### src/rtl/scan_pkg.sv
// Shared types and constants for the row-scan sequencer.
package scan_pkg;
  localparam int CNT_W = 8;
  localparam int NROWS = 16;

  typedef enum logic [1:0] {
    S_IDLE  = 2'd0,
    S_BLANK = 2'd1,
    S_DRIVE = 2'd2,
    S_HOLD  = 2'd3
  } scan_state_t;
endpackage

### src/rtl/scan_timer.sv
// Loadable down-counter: load N-1, done is high on the cycle the count reaches zero.
module scan_timer
  import scan_pkg::*;
(
  input  logic             clk,
  input  logic             rst,
  input  logic             load,
  input  logic [CNT_W-1:0] load_val,
  output logic             done
);

  logic [CNT_W-1:0] cnt;

  always_ff @(posedge clk) begin
    if (rst) begin
      cnt <= '0;
    end else if (load) begin
      cnt <= load_val;
    end else if (cnt != '0) begin
      cnt <= cnt - 1'b1;
    end
  end

  assign done = (cnt == '0);

endmodule

### src/rtl/scan_seq.sv
// Row-scan sequencer: blanks, drives each of 16 rows, samples sense at the end of
// each drive window and hands the captured frame to a consumer.
module scan_seq
  import scan_pkg::*;
#(
  parameter int DWELL     = 4,
  parameter int BLANK_CYC = 2
) (
  input  logic              clk,
  input  logic              rst,
  input  logic              start,
  input  logic              stop,
  input  logic              sense,
  input  logic              frame_ready,
  output logic [3:0]        sel,
  output logic              blank,
  output logic [NROWS-1:0]  frame,
  output logic              frame_valid,
  output logic              busy,
  output scan_state_t       dbg_state
);

  localparam logic [CNT_W-1:0] DWELL_LD = CNT_W'(DWELL - 1);
  localparam logic [CNT_W-1:0] BLANK_LD = CNT_W'(BLANK_CYC - 1);
  localparam logic [3:0]       LAST_ROW = 4'(NROWS - 1);

  scan_state_t      state, state_n;
  logic [3:0]       sel_n;
  logic [NROWS-1:0] acc, acc_n, frame_n;
  logic             fv_n, stop_pending, sp_n;
  logic             tload, tdone, load_frame;
  logic [CNT_W-1:0] tval;

  scan_timer u_timer (
    .clk      (clk),
    .rst      (rst),
    .load     (tload),
    .load_val (tval),
    .done     (tdone)
  );

  // Handshake: a frame transfers on any cycle where frame_valid and frame_ready are
  // both 1; frame is held stable while valid is high and ready is low.
  always_comb begin
    state_n    = state;
    sel_n      = sel;
    acc_n      = acc;
    frame_n    = frame;
    fv_n       = frame_valid;
    sp_n       = stop_pending | (stop && state != S_IDLE);
    tload      = 1'b0;
    tval       = BLANK_LD;
    load_frame = 1'b0;

    if (frame_valid && frame_ready) fv_n = 1'b0;

    case (state)
      S_IDLE: begin
        if (start && !stop) begin
          state_n = S_BLANK;
          sel_n   = '0;
          acc_n   = '0;
          tload   = 1'b1;
          tval    = BLANK_LD;
        end
      end
      S_BLANK: begin
        if (tdone) begin
          state_n = S_DRIVE;
          tload   = 1'b1;
          tval    = DWELL_LD;
        end
      end
      S_DRIVE: begin
        if (tdone) begin
          acc_n[sel] = sense;
          if (sel != LAST_ROW) begin
            sel_n   = sel + 4'd1;
            state_n = S_BLANK;
            tload   = 1'b1;
            tval    = BLANK_LD;
          end else if (!frame_valid || frame_ready) begin
            load_frame = 1'b1;
          end else begin
            state_n = S_HOLD;
          end
        end
      end
      S_HOLD: begin
        if (frame_ready) load_frame = 1'b1;
      end
      default: state_n = S_IDLE;
    endcase

    // Frame hand-off shared by the end of row 15 and the exit from HOLD.
    if (load_frame) begin
      frame_n = acc_n;
      fv_n    = 1'b1;
      acc_n   = '0;
      sel_n   = '0;
      if (sp_n) begin
        state_n = S_IDLE;
        sp_n    = 1'b0;
      end else begin
        state_n = S_BLANK;
        tload   = 1'b1;
        tval    = BLANK_LD;
      end
    end

    if (state_n == S_IDLE) sp_n = 1'b0;
  end

  always_ff @(posedge clk) begin
    if (rst) begin
      state        <= S_IDLE;
      sel          <= '0;
      blank        <= 1'b1;
      frame        <= '0;
      frame_valid  <= 1'b0;
      busy         <= 1'b0;
      acc          <= '0;
      stop_pending <= 1'b0;
    end else begin
      state        <= state_n;
      sel          <= sel_n;
      blank        <= (state_n != S_DRIVE);
      frame        <= frame_n;
      frame_valid  <= fv_n;
      busy         <= (state_n != S_IDLE);
      acc          <= acc_n;
      stop_pending <= sp_n;
    end
  end

  assign dbg_state = state;

endmodule

### config.mk
export PLATFORM = sky130hd
export DESIGN_NAME = scan_seq
export DESIGN_NICKNAME = d
export VERILOG_FILES = /design/src/rtl/scan_pkg.sv /design/src/rtl/scan_timer.sv /design/src/rtl/scan_seq.sv
export SDC_FILE = /design/constraint.sdc
export NUM_CORES = 1
export LEC_CHECK = 0
export ABC_AREA = 1
export ABC_CLOCK_PERIOD_IN_PS = 1750
export BUFFER_PORTS_ARGS = -buffer_cell sky130_fd_sc_hd__buf_2
export CAP_MARGIN = 20
export CORE_MARGIN = 8
export CORE_UTILIZATION = 35
export CTS_CLUSTER_SIZE = 30
export DETAILED_ROUTE_END_ITERATION = 8
export GPL_TIMING_DRIVEN = 0
export HOLD_SLACK_MARGIN = 0.02
export PLACE_DENSITY_LB_ADDON = 0.12
export SYNTH_ARGS = -nofsm -noshare
export SYNTH_HDL_FRONTEND = slang
export SYNTH_SLANG_ARGS = --single-unit
### constraint.sdc
create_clock -name clk -period 1.75 [get_ports clk]
set_input_delay 0.0875 -clock clk [delete_from_list [all_inputs] [get_ports clk]]
set_output_delay 0.0875 -clock clk [all_outputs]
set_load 0.05 [all_outputs]
Word-level counts from Yosys, hierarchy flattened
Cells that the tools add are included.
{"block": "word_totals", "inputBits": 6, "reg_bits": 50, "wordCells": 79}
{"block": "classes", "order_cmp": 2, "reduce_logical": 19, "eq_ne": 8, "n_bitwise": 1, "n_addsub": 2, "n_mux": 38}
{"operator": "two-way mux 16 bit", "n": 2}
{"operator": "two-way mux 8 bit", "n": 4}
{"operator": "one-hot mux 16 bit (2 select lines)", "n": 1}
{"operator": "bitwise mux 16 bit", "n": 1}
{"operator": "two-way mux 2 bit", "n": 8}
{"operator": "two-way mux 1 bit", "n": 14}
{"operator": "two-way mux 4 bit", "n": 3}
{"operator": "nonzero test 2 bit", "n": 5}
{"operator": "zero test 8 bit", "n": 1}
{"operator": "!= test 2 bit (second input constant)", "n": 4}
{"operator": "one-hot mux 4 bit (2 select lines)", "n": 1}
{"operator": "nonzero test 8 bit", "n": 1}
{"operator": "subtractor 8 x 1 -> 8 bit (second input constant)", "n": 1}
{"operator": "one-hot mux 2 bit (3 select lines)", "n": 1}
{"operator": "less-than comparator 4 x 5 -> 1 bit (second input constant)", "n": 1}
{"operator": "adder 4 x 1 -> 4 bit (second input constant)", "n": 1}
{"operator": "demux 1 bit (select 4 bit)", "n": 1}
{"operator": "== test 2 bit (second input constant)", "n": 2}
{"operator": "greater-or-equal comparator 4 x 1 -> 1 bit (second input constant)", "n": 1}
{"operator": "logical AND 1 bit", "n": 4}
{"operator": "zero test 2 bit", "n": 2}
{"operator": "!= test 4 bit (second input constant)", "n": 1}
{"operator": "AND reduction 4 bit", "n": 1}
{"operator": "one-hot mux 1 bit (3 select lines)", "n": 1}
{"operator": "other kinds (7)", "n": 8}

Depth between registers and ports, before layout
{"block": "logic_depth", "word_depth": 9, "ltp_mapped": 13}

Modules after synthesis
A second synthesis with hierarchy kept.
{"block": "hier_totals", "cells_unflattened": 374, "hier_area_um2": 2533.7}
{"mod": "scan_seq", "cells_per_inst": 304, "instances": 1, "area_per_inst_um2": 2060.7}
{"mod": "scan_timer", "cells_per_inst": 70, "instances": 1, "area_per_inst_um2": 473.0}

Least setup slack after synthesis
No wires, ideal clock.
{"block": "synth_path", "path_type": "register -> register", "startpoint": "register sel[1]", "endpoint": "register u_timer.cnt[1]", "n_path_buf": 0, "setup_time_ps": 111, "path_slack_ps": -190, "path_stages_with_launch": 11, "arrival_ps": 1828, "path_cell_list": "dfxtp_1 -> ha_1 -> nand3_1 -> nor2_1 -> nand3_2 -> nand2_4 -> nand2_1 -> nand2_2 -> nor2_1 -> nor2_1 -> nor2_1"}
{"block": "synth_between", "elab_chain_cells": 7, "elab_cells_between_ends": 12}
{"item": "start, declared", "line_no": "scan_seq.sv:15", "source": "output logic [3:0] sel,"}
{"item": "start signal, assigned", "line_no": "scan_seq.sv:126", "source": "sel <= sel_n;"}
{"item": "!= test 4 bit *", "line_no": "scan_seq.sv:77", "source": "if (sel != LAST_ROW) begin"}
{"item": "two-way mux 1 bit", "line_no": "scan_seq.sv:77"}
{"item": "two-way mux 1 bit", "line_no": "scan_seq.sv:75", "source": "if (tdone) begin"}
{"item": "one-hot mux 1 bit (3 select lines)", "line_no": "scan_seq.sv:57", "source": "case (state)"}
{"item": "two-way mux 1 bit", "line_no": "scan_seq.sv:101", "source": "if (sp_n) begin"}
{"item": "two-way mux 1 bit", "line_no": "scan_seq.sv:96", "source": "if (load_frame) begin"}
{"item": "two-way mux 8 bit or nonzero test 2 bit (tied branches)"}
{"item": "end signal, assigned", "line_no": "scan_timer.sv:18", "source": "cnt <= load_val;"}
{"item": "end signal, assigned", "line_no": "scan_timer.sv:20", "source": "cnt <= cnt - 1'b1;"}
{"item": "end, declared", "line_no": "scan_timer.sv:12", "source": "logic [CNT_W-1:0] cnt;"}
Mark *: on every way between the ends. The rest lies on a longest branch, timed or not.
A chain may end at the register's enable or synchronous reset.

Worst setup path in the final report
{"block": "layout_path", "startpoint": "register sel[0]", "endpoint": "register acc[4]"}
{"block": "layout_between", "elab_chain_cells": 7, "elab_cells_between_ends": 13}
{"item": "less-than comparator 4 x 5 -> 1 bit (not written as such) or greater-or-equal comparator 4 x 1 -> 1 bit (tied branches)", "line_no": "scan_seq.sv:76", "source": "acc_n[sel] = sense;"}
{"item": "logical AND 1 bit (not written as such)", "line_no": "scan_seq.sv:76"}
{"item": "two-way mux 1 bit (not written as such)", "line_no": "scan_seq.sv:76"}
{"item": "demux 1 bit (select 4 bit)", "line_no": "scan_seq.sv:76"}
{"item": "bitwise mux 16 bit", "line_no": "scan_seq.sv:76"}
{"item": "two-way mux 16 bit", "line_no": "scan_seq.sv:75"}
{"item": "one-hot mux 16 bit (2 select lines)", "line_no": "scan_seq.sv:57"}
{"item": "end signal, assigned", "line_no": "scan_seq.sv:131", "source": "acc <= acc_n;"}
{"item": "end, declared", "line_no": "scan_seq.sv:29", "source": "logic [NROWS-1:0] acc, acc_n, frame_n;"}
Parallel ways exist; a longest one is shown, timed or not.

==> results by group <==
Logic synthesis
  • Synth top area share: 0.397
  • Yosys top cell by area: dfxtp_1
  • Syn nets: 377
  • Synthesized cell area: 2520 um2
  • Mapped Cells: 365
  • Post-synthesis register bit count: 50
  • Mapped Avg Cell Area: just under 7 um2
  • Synth top area cells: dfxtp_1, nand2_1, nand3_1
  • Sequential fraction of the synthesis area: 0.397
  • Yosys Warn Count: 0
  • Post-synthesis cell type count: 32

Cells and area
  • Share of cells above drive strength 1: 0.274
  • Fill count: 740
  • Final instance area: 3140 um2
  • Post-Route Utilization: 0.442
  • Final std cells w/o fill: 515
  • Nets@finish: roughly 430
  • Number of diodes: 0
  • Area grow syn2layout: 24.5%

Global route
  • Met1 Use GR: 0.165
  • Met2 usage in global routing: 0.199
  • Total GRT Usage: 0.126
  • Busiest grt layer: met2
  • First-pass GRT wire length: 10.5 mm
  • Met3 Resource Use GR: 0.0269
  • Initial antenna violation count: 0
  • Vias in the first global route: 2229
  • Total grt overflow: 0
  • Pin count of the biggest net entering global routing: 15

Pwr
  • Net Sw Frac: 0.389
  • Pwr Total: 3.36 mW
  • VDD IR max: between 0.4 and 0.5 mV
  • Gate power share: 0.403
  • Clock power share: 0.211
  • Net Sw Power: 1.31 mW
  • Internal: 2.05 mW
  • Leak: ~1.4 nW
  • Reg power frac: 0.386
  • Power Density: 1070 nW/um2

Place
  • Placer Congestion: 0.819
  • Detailed placement HPWL: 4.46 mm
  • Area after DPL: 2800 um2
  • Port Buffers: 30
  • Placed cells: 494
  • Pre-CTS setup slack: -116 ps

Worst setup path
  • Worst path cell trace: ha_2 -> nand3_2 -> nor2_2 -> nand3_2 -> nand2_4 -> nor2_4 -> inv_2 -> buf_12 -> clkbuf_16 -> nor2_1
  • Worst EP required: 1990 ps
  • Worst Setup Start Kind: flip-flop
  • Worst Path Arrival: 1880 ps
  • Crit path top cell by count: nand3_2
  • Critical path's largest stage delay: 380 ps
  • Crit. End Element: flip-flop
  • Critical path class: flip-flop to flip-flop
  • Worst path slowest cell: dfxtp_4
  • Crit Path Max Fanout: 8

Clock network
  • CTS tree: done
  • CTS clk-pin slew, worst paths: 100 ps
  • Clk sink count: 50
  • Clock H-tree levels: 2
  • CTS buffer count: 5
  • Clock Path Buffers: 2
  • Post-CTS Hold Buffers: 0
  • Root buffer cell: clkbuf_8
  • Clk_lat worst skew: approximately 300 ps

Floorplan
  • Die Y: just over 100 um
  • DIE AREA: between 10000 and 15000 um2
  • Core Area: 7100 um2
  • Initial Utilization: 0.355
  • Site Rows: 31
  • Die Wd: 101 um
  • I/O Pins: 31

STA
  • Fin crit share: 0.937
  • RSZ-0062 raised after global routing: true
  • Final Skew: 11.2 ps
  • Final worst slack: 110 ps
  • Setup-failing EPs final: 0
  • Slew HR: 0.586
  • Final min period: between 1500 and 2000 ps
  • Endpoints failing hold: 0
  • Final Max Slew Viols: 0
  • Peak Freq: 610 MHz
  • Actual slew at the worst max-slew pin: 622 ps

Route
  • Total wire length: 6.26 mm
  • DR DRC count: 0
  • Average wire per standard cell: 12.2 um
  • Post-route ant nets: 0
  • DR vias/cell: roughly 4.5
  • DR pass1 iterations: 4
  • Total number of vias: 2310
  • First DRT Iteration DRCs: 110

Min path
  • HP Class: input port to flip-flop

Status
  • Status: complete, no violations

Run
  • Max Cap Viol: 0
## per-stage QoR
stage | setup TNS, ps | hold slack (ps)
final | 0 | 85.4
after global routing | -0.403 | 98.5
after CTS | 0 | 93.1
after detailed placement | -1350 | 427
after global placement | -820 | 423
after floorplan | 0 | 260
## flip-flops by register name, summed over array words and instances (netlist names)
| name | cells |
|---|---|
| acc | 16 |
| blank | 1 |
| busy | 1 |
| dbg_state | 2 |
| frame | 16 |
| frame_valid | 1 |
| sel | 4 |
| stop_pending | 1 |
| u_timer.cnt | 8 |
## what timing repair did
item / 4_1_cts / 5_1_grt
gates resized for setup: 7 / 34
cloned: 0 / 2
setup endpoints to repair: 24 / 41
setup buffers: 1 / 10
pin swaps: 2 / 10
## worst max-delay path: cells and delay by family, from the launching register on
family	cells	cell delay, ps
AND/OR/NAND/NOR	6	620
flip-flops	1	380
buffers and inverters	3	380
adder cells (fa/ha/maj)	1	190
## cells in the mapped netlist
cell and count:
dfxtp_1 50, o21ai_2 2, nor2_1 31, clkbuf_1 3
clkinv_2 1, inv_2 13, o21bai_1 2, a22oi_1 1
nand4_1 2, nor2_2 5, ha_1 6, buf_4 1
buf_6 3, nand2_4 1, inv_1 41, nand3_1 35
xor2_1 6, nor3_1 3, nor3b_1 2, o211ai_1 1
a21oi_1 10, nand2_2 5, a31oi_1 1, o21ai_1 11
xnor2_1 2, nand3_2 1, nor2_4 5, nor4_1 4
nand2_1 103, clkinv_1 1, buf_2 2, o21ai_0 11
## logic make-up (layout without fill, tap and decap cells)
kind of cell    Yosys count  in the layout  share of synthesized area
compound gates           39             39                     0.0849
xor+xnor                  8              8                     0.0278
fa+ha+maj                 6              6                     0.0298
buf+inv                  65            116                      0.109
flops                    50             50                      0.397
simple gates            197            197                      0.352
## per-layer routing
metal | up-vias | wire length, um
met5 | - | 0
met4 | 0 | 47
met3 | 2 | 288
met2 | 45 | 2740
met1 | 1025 | 3190
li1 | 1238 | -
## final cells by class
cell class,instances,area (um2),share of cell area
plain buffers,9,80.1,0.0255
flip-flops and latches,50,1010,0.322
multi-input cells,250,1330,0.424
repair buffers,43,285,0.0909
well taps,99,124,0.0395
clock buffers,7,86.3,0.0275
clock inverters,1,5.00,0.00159
inverters,56,215,0.0686
## cells in the final DEF (no fill, tap or decap), types with 2 or more instances in the layout
cell      count
a21oi_1      10
buf_12        2
buf_2        33
buf_4         9
buf_6         4
clkbuf_1      3
clkbuf_8      6
dfxtp_1      44
dfxtp_2       5
ha_1          4
inv_1        39
inv_2        14
inv_4         2
nand2_1      99
nand2_2       6
nand2_4       4
nand3_1      34
nand3_2       2
nand4_1       2
nor2_1       26
nor2_2        8
nor2_4        7
nor3_1        3
nor3b_1       2
nor4_1        3
o21ai_0      10
o21ai_1      10
o21ai_2       4
o21bai_1      2
xnor2_1       2
xor2_1        6
## worst paths after layout
check / startpoint / end / slack (ps) / depth (start not counted)
worst max-delay path: sel[0] / acc[4] / 110 / 10
worst min-delay path: rst / frame[15] / 90 / 4
worst max register to register: sel[0] / acc[4] / 110 / 10
worst min register to register: frame[9] / frame[9] / 450 / 2
## power groups by stage
| stage | clock network [mW] | logic [mW] | registers (mW) |
|---|---|---|---|
| global placement | 0 | 1.10 | 1.31 |
| CTS | 0.743 | 1.13 | 1.29 |
| global route | 0.774 | 1.51 | 1.31 |
| detailed placement | 0 | 1.10 | 1.32 |
| finish | 0.708 | 1.36 | 1.30 |
| floorplan | 0 | 0.807 | 1.38 |
No activity file was read; power rests on OpenSTA's default activity.
